[config.mk]
export PLATFORM = sky130hd
export DESIGN_NAME = fetch_ctrl
export DESIGN_NICKNAME = d
export VERILOG_FILES = /design/src/rtl/fetch_pkg.sv /design/src/rtl/fetch_ctrl.sv
export SDC_FILE = /design/constraint.sdc
export NUM_CORES = 1
export LEC_CHECK = 0
export ABC_AREA = 1
export CORE_MARGIN = 5
export CORE_UTILIZATION = 45
export DETAILED_ROUTE_END_ITERATION = 8
export GPL_ROUTABILITY_DRIVEN = 0
export PLACE_DENSITY = 0.75
export SYNTH_ARGS = -nofsm -noshare
export SYNTH_HDL_FRONTEND = slang
export SYNTH_SLANG_ARGS = --single-unit
[constraint.sdc]
create_clock -name clk -period 7 [get_ports clk]
set_input_delay 1.75 -clock clk [delete_from_list [all_inputs] [get_ports clk]]
set_output_delay 1.75 -clock clk [all_outputs]
set_load 0.01 [all_outputs]
[src/rtl/fetch_pkg.sv]
// Shared types and constants for the instruction-fetch controller.
package fetch_pkg;

  typedef enum logic {
    RUN    = 1'b0,
    HALTED = 1'b1
  } fetch_state_t;

  localparam logic [31:0] EBREAK_INSTR = 32'h0010_0073;
  localparam logic [31:0] PC_STEP      = 32'd4;

endpackage

[src/rtl/fetch_ctrl.sv]
// Instruction-fetch controller: sequences a combinational ROM, registers each
// word into a valid/ready output stage, and handles redirect, halt and ebreak.
module fetch_ctrl
  import fetch_pkg::*;
#(
  parameter int          ADDRESS_WIDTH = 8,
  parameter int          DATA_WIDTH    = 32,
  parameter logic [31:0] RESET_PC      = 32'h0000_0000
) (
  input  logic                     clk,
  input  logic                     rst,
  output logic [ADDRESS_WIDTH-1:0] mem_addr,
  input  logic [DATA_WIDTH-1:0]    mem_rdata,
  input  logic                     redirect_valid,
  input  logic [31:0]              redirect_pc,
  input  logic                     halt_req,
  output logic                     out_valid,
  input  logic                     out_ready,
  output logic [DATA_WIDTH-1:0]    out_instr,
  output logic [31:0]              out_pc,
  output logic                     halted,
  output logic [31:0]              instr_count
);

  localparam logic [DATA_WIDTH-1:0] EBREAK_WORD = DATA_WIDTH'(EBREAK_INSTR);

  // Handshake: a word transfers to decode on every cycle where out_valid and
  // out_ready are both high; while out_valid is high and out_ready is low the
  // output stage and pc hold unchanged. A redirect flushes regardless.

  fetch_state_t state, state_next;
  logic [31:0]  pc;
  logic         load;
  logic         accept;

  assign accept   = out_valid && out_ready;
  assign load     = (state == RUN) && !redirect_valid && !halt_req && (!out_valid || out_ready);
  assign mem_addr = pc[ADDRESS_WIDTH+1:2];
  assign halted   = (state == HALTED);

  always_comb begin
    state_next = state;
    if (redirect_valid) begin
      state_next = RUN;
    end else if (state == RUN && (halt_req || (load && mem_rdata == EBREAK_WORD))) begin
      state_next = HALTED;
    end
  end

  always_ff @(posedge clk or posedge rst) begin
    if (rst) begin
      state <= RUN;
    end else begin
      state <= state_next;
    end
  end

  always_ff @(posedge clk or posedge rst) begin
    if (rst) begin
      pc        <= RESET_PC;
      out_valid <= 1'b0;
      out_instr <= '0;
      out_pc    <= '0;
    end else if (redirect_valid) begin
      pc        <= {redirect_pc[31:2], 2'b00};
      out_valid <= 1'b0;
    end else if (load) begin
      out_instr <= mem_rdata;
      out_pc    <= pc;
      out_valid <= 1'b1;
      pc        <= pc + PC_STEP;
    end else if (accept) begin
      out_valid <= 1'b0;
    end
  end

  // A word flushed by a same-cycle redirect is not counted as delivered.
  always_ff @(posedge clk or posedge rst) begin
    if (rst) begin
      instr_count <= '0;
    end else if (accept && !redirect_valid) begin
      instr_count <= instr_count + 32'd1;
    end
  end

endmodule

==> run_summary.xml <==
<?xml version="1.0" encoding="UTF-8"?>
<metrics>
  <group name="power">
    <metric name="power.share.combinational" unit="%">20.4</metric>
    <metric name="irDropWorstVdd" unit="mV">0.2411</metric>
    <metric name="static-leakage-power" unit="nW">4.275</metric>
    <metric name="clock_power_share" unit="%">41.9</metric>
    <metric name="p_seq_share" unit="%">37.6</metric>
    <metric name="switching_share" unit="%">26.50</metric>
    <metric name="power_per_unit_of_standard_cell_area" unit="nW/um^2">273.7</metric>
    <metric name="internal-power" unit="W">0.001792</metric>
    <metric name="p_sw" unit="W">0.0006463</metric>
  </group>
  <group name="synthesis">
    <metric name="synth_edf_count" unit="">0</metric>
    <metric name="synth_async_sr_flop_share" unit="%">100.0</metric>
    <metric name="synth-warning-count" unit="">0</metric>
    <metric name="syn_area_per_cell" unit="um^2">7.553</metric>
    <metric name="synth_flop_cell" unit="">sky130_fd_sc_hd__dfrtp_1</metric>
    <metric name="synth_sequential_area_ratio" unit="%">48.83</metric>
    <metric name="synthesis.area" unit="um^2">6457</metric>
    <metric name="number_of_instances_in_the_synthesized_netlist" unit="">855</metric>
    <metric name="ys_seq_elements" unit="">126</metric>
    <metric name="synthDistinctLibCells" unit="">39</metric>
  </group>
  <group name="cells_and_area">
    <metric name="antennaDiodeCount" unit="">0</metric>
    <metric name="drive_gt1_share" unit="%">5.940</metric>
    <metric name="design.final.nets" unit="">1085</metric>
    <metric name="filler_cell_count" unit="">1226</metric>
    <metric name="final_cell_area" unit="um^2">8911</metric>
    <metric name="syn2layout_area_growth" unit="%">38.00</metric>
  </group>
  <group name="sta">
    <metric name="final-setup-viol-count" unit="">0</metric>
    <metric name="layout_min_cycle_time" unit="ns">4.238</metric>
    <metric name="min_period_over_period" unit="%">60.54</metric>
    <metric name="slew-limit-headroom" unit="%">35.26</metric>
    <metric name="timing.final.hold_violations" unit="">0</metric>
    <metric name="timing.fmax" unit="MHz">236.0</metric>
    <metric name="tightestPinTransition" unit="ns">0.9700</metric>
    <metric name="timing_max_transition_violations_final" unit="">0</metric>
    <metric name="grt_setup_unrepaired" unit="">false</metric>
    <metric name="finalSetupTns" unit="ns">0</metric>
    <metric name="fin_worst_skew" unit="ns">0.01027</metric>
  </group>
  <group name="floorplanning">
    <metric name="num_rows" unit="">43</metric>
    <metric name="design.die.area" unit="um^2">16850</metric>
    <metric name="die_width" unit="um">129.8</metric>
    <metric name="die_y" unit="um">129.8</metric>
    <metric name="start_util" unit="%">46.16</metric>
    <metric name="core_ar" unit="um^2">13990</metric>
    <metric name="pin_count" unit="">175</metric>
  </group>
  <group name="route">
    <metric name="drt_first_pass_iters" unit="">5</metric>
    <metric name="wirelength" unit="um">17580</metric>
    <metric name="vias_per_cell" unit="">4.914</metric>
    <metric name="detail_route.wl_per_cell" unit="um">14.57</metric>
    <metric name="route.detailed.drc" unit="">0</metric>
    <metric name="detail-route-antenna-nets" unit="">0</metric>
    <metric name="via_count" unit="">5931</metric>
    <metric name="drt_iter0_markers" unit="">391</metric>
  </group>
  <group name="clock_network">
    <metric name="cts-buffers-inserted" unit="">17</metric>
    <metric name="cts_hold_buf" unit="">0</metric>
    <metric name="cts_resized" unit="">0</metric>
    <metric name="cts.reportedPaths.clkPinSlew" unit="ns">0.05</metric>
    <metric name="cts-root-buf" unit="">sky130_fd_sc_hd__clkbuf_16</metric>
    <metric name="numClockSinks" unit="">126</metric>
    <metric name="clock_tree_buf_depth" unit="">2</metric>
    <metric name="insertion_delay" unit="ns">0.41</metric>
    <metric name="post_cts_buffers" unit="">0</metric>
    <metric name="tritoncts" unit="">yes</metric>
    <metric name="cts-htree-levels" unit="">4</metric>
  </group>
  <group name="setup_path">
    <metric name="regToRegSetupSlack" unit="ns">4.15</metric>
    <metric name="path_cells" unit="">clkdlybuf4s50_1 &gt; inv_1 &gt; nand2_1 &gt; nand2_2 &gt; nor2_4 &gt; inv_2 &gt; buf_4 &gt; o22ai_1 &gt; a21oi_1</metric>
    <metric name="startpoint_type" unit="">input pin</metric>
    <metric name="cpMaxStageDelayCell" unit="">sky130_fd_sc_hd__nor2_4</metric>
    <metric name="data_arrival_critical_path" unit="ns">4.49</metric>
    <metric name="reg2reg_from" unit="">halted</metric>
    <metric name="rr_endpoint" unit="">pc[2]</metric>
    <metric name="worst-path-buf-inv" unit="">4</metric>
    <metric name="crit_path_max_incr_delay" unit="ns">0.68</metric>
    <metric name="setup.worst_path.class" unit="">in -&gt; reg</metric>
    <metric name="r2r.worst_path.cells" unit="">7</metric>
    <metric name="worst_path_dominant_cell_family" unit="">buffers and inverters</metric>
    <metric name="timing.critical_path.to_type" unit="">flop</metric>
    <metric name="worst_ep_required_time" unit="ns">7.25</metric>
    <metric name="critPathMaxFanout" unit="">57</metric>
  </group>
  <group name="worst_hold_path">
    <metric name="hold_path.startpoint" unit="">out_pc[6]</metric>
    <metric name="hold_path_end" unit="">out_pc[6]</metric>
    <metric name="hold_path.class" unit="">reg -&gt; reg</metric>
    <metric name="timing.hold.worst_path_depth" unit="">2</metric>
  </group>
  <group name="grt">
    <metric name="grt_remaining_overflow" unit="">0</metric>
    <metric name="grt_use_total" unit="%">21.50</metric>
    <metric name="grt_pass1_vias" unit="">5689</metric>
    <metric name="wire_length_of_the_first_global_routing_pass" unit="um">28500</metric>
    <metric name="pin_count_of_the_biggest_net_entering_global_routing" unit="">74</metric>
    <metric name="initial_antenna_violation_count" unit="">0</metric>
  </group>
  <group name="run">
    <metric name="max_cap_viol_count" unit="">0</metric>
  </group>
  <group name="place">
    <metric name="placedInstanceArea" unit="um^2">8222</metric>
    <metric name="detailedPlacementHpwl" unit="um">12780</metric>
    <metric name="io_buffers" unit="">170</metric>
  </group>
  <group name="run_status">
    <metric name="run_status" unit="">completed</metric>
  </group>
</metrics>
## layout make-up
cell class | instances | area [um^2] | share of cell area [%]
flip-flops and latches | 126 | 3153 | 35.38
multi-input cells | 628 | 2858 | 32.07
repair buffers | 174 | 1732 | 19.43
clock buffers | 21 | 480.5 | 5.392
inverters | 67 | 254.0 | 2.850
well taps | 180 | 225.2 | 2.527
clock inverters | 11 | 209.0 | 2.345
## sequential cells by signal, indices dropped and copies added (netlist names)
register	flops
halted	1
instr_count	32
out_instr	32
out_pc	30
out_valid	1
pc	30
## cell families (layout without fill, tap and decap cells)
logic type / count (synthesis) / count (layout) / share of synthesized area, %
DFF: 126 / 126 / 48.83
buffers and inverters: 102 / 273 / 6.975
xor gates and xnor gates: 24 / 24 / 3.371
adders and majority gates: 2 / 2 / 0.3875
and+or+nand+nor: 537 / 537 / 35.11
AOI/OAI and AO/OA: 63 / 63 / 5.270
other: 1 / 2 / 0.05807
## placed cells by master (no fill, tap or decap), drive strengths merged, types with 2 or more instances in the layout
cell           netlist  routed
conb                 1       2
nor3                10      10
clkinv               0       5
buf                 23       4
nor2               111     111
ha                   2       2
bufinv               0       6
dfrtp              126     126
xor2                11      11
nand3b               9       9
o2111ai              2       2
a31oi                3       3
a21oi               14      14
o21ai               38      38
o22ai                2       2
nand4                7       7
clkdlybuf4s50        0     170
clkbuf              12      21
inv                 67      67
xnor2               13      13
nand2              356     356
nand3               42      42
o211ai               2       2
## synth_stat cells, types with 3 or more instances
master	count	share of area [%]
sky130_fd_sc_hd__nand3b_1	9	1.0
sky130_fd_sc_hd__clkbuf_1	12	0.70
sky130_fd_sc_hd__nor2_1	97	5.6
sky130_fd_sc_hd__nor2_4	3	0.52
sky130_fd_sc_hd__dfrtp_1	126	49
sky130_fd_sc_hd__o21ai_0	28	2.2
sky130_fd_sc_hd__xor2_1	10	1.4
sky130_fd_sc_hd__buf_4	11	1.3
sky130_fd_sc_hd__nand4_1	6	0.58
sky130_fd_sc_hd__a31oi_1	3	0.29
sky130_fd_sc_hd__nand2_1	353	21
sky130_fd_sc_hd__nand3_1	39	3.0
sky130_fd_sc_hd__buf_2	9	0.70
sky130_fd_sc_hd__nor3_1	9	0.70
sky130_fd_sc_hd__xnor2_1	13	1.8
sky130_fd_sc_hd__nor2_2	9	0.87
sky130_fd_sc_hd__o21ai_1	10	0.78
sky130_fd_sc_hd__inv_1	66	3.8
sky130_fd_sc_hd__a21oi_1	14	1.1
## power groups by stage
stage               sequential (W)  combinational (W)  clock, W
global placement          0.000924           0.000496         0
global route              0.000933           0.000552   0.00107
detailed placement        0.000928           0.000504         0
floorplan                 0.000954           0.000197         0
CTS                       0.000917           0.000508   0.00103
finish                    0.000917           0.000498   0.00102
## worst min-delay path: stages, from the launching register on
cell and delay [ns]:
sky130_fd_sc_hd__dfrtp_1 0.34, sky130_fd_sc_hd__nand2_1 0.05, sky130_fd_sc_hd__nand2_1 0.04
## worst max-delay path by stage
| stage | startpoint | endpoint | slack, ns | cells past startpoint |
|---|---|---|---|---|
| finish | out_ready | pc[2] | 2.76 | 9 |
| global route | out_ready | pc[2] | 2.45 | 9 |
| CTS | out_ready | pc[2] | 2.71 | 9 |
| detailed placement | out_ready | pc[2] | 2.29 | 9 |
| global placement | out_ready | pc[2] | 2.31 | 9 |
| floorplan | rst | halted | 1.89 | 1 |
## per-layer routing
layer,global-route usage [%],wire length (um)
met1,27.35,7508
met5,0,0
met2,37.19,8879
met3,4.994,972
met4,5.379,220
## metrics by stage
step	util (%)	worst slack, ns	hold slack, ns	cells	power, W
after global placement	58.77	2.311	0.4532	1175	0.001419
after detailed placement	58.77	2.288	0.4576	1175	0.001432
after floorplan	-	1.894	0.4708	856	0.001152
final	63.70	2.762	0.4644	1207	0.002439
after global routing	63.70	2.448	0.4844	1207	0.002559
after CTS	63.70	2.710	0.4709	1207	0.002458
(Power assumes the default switching activity.)
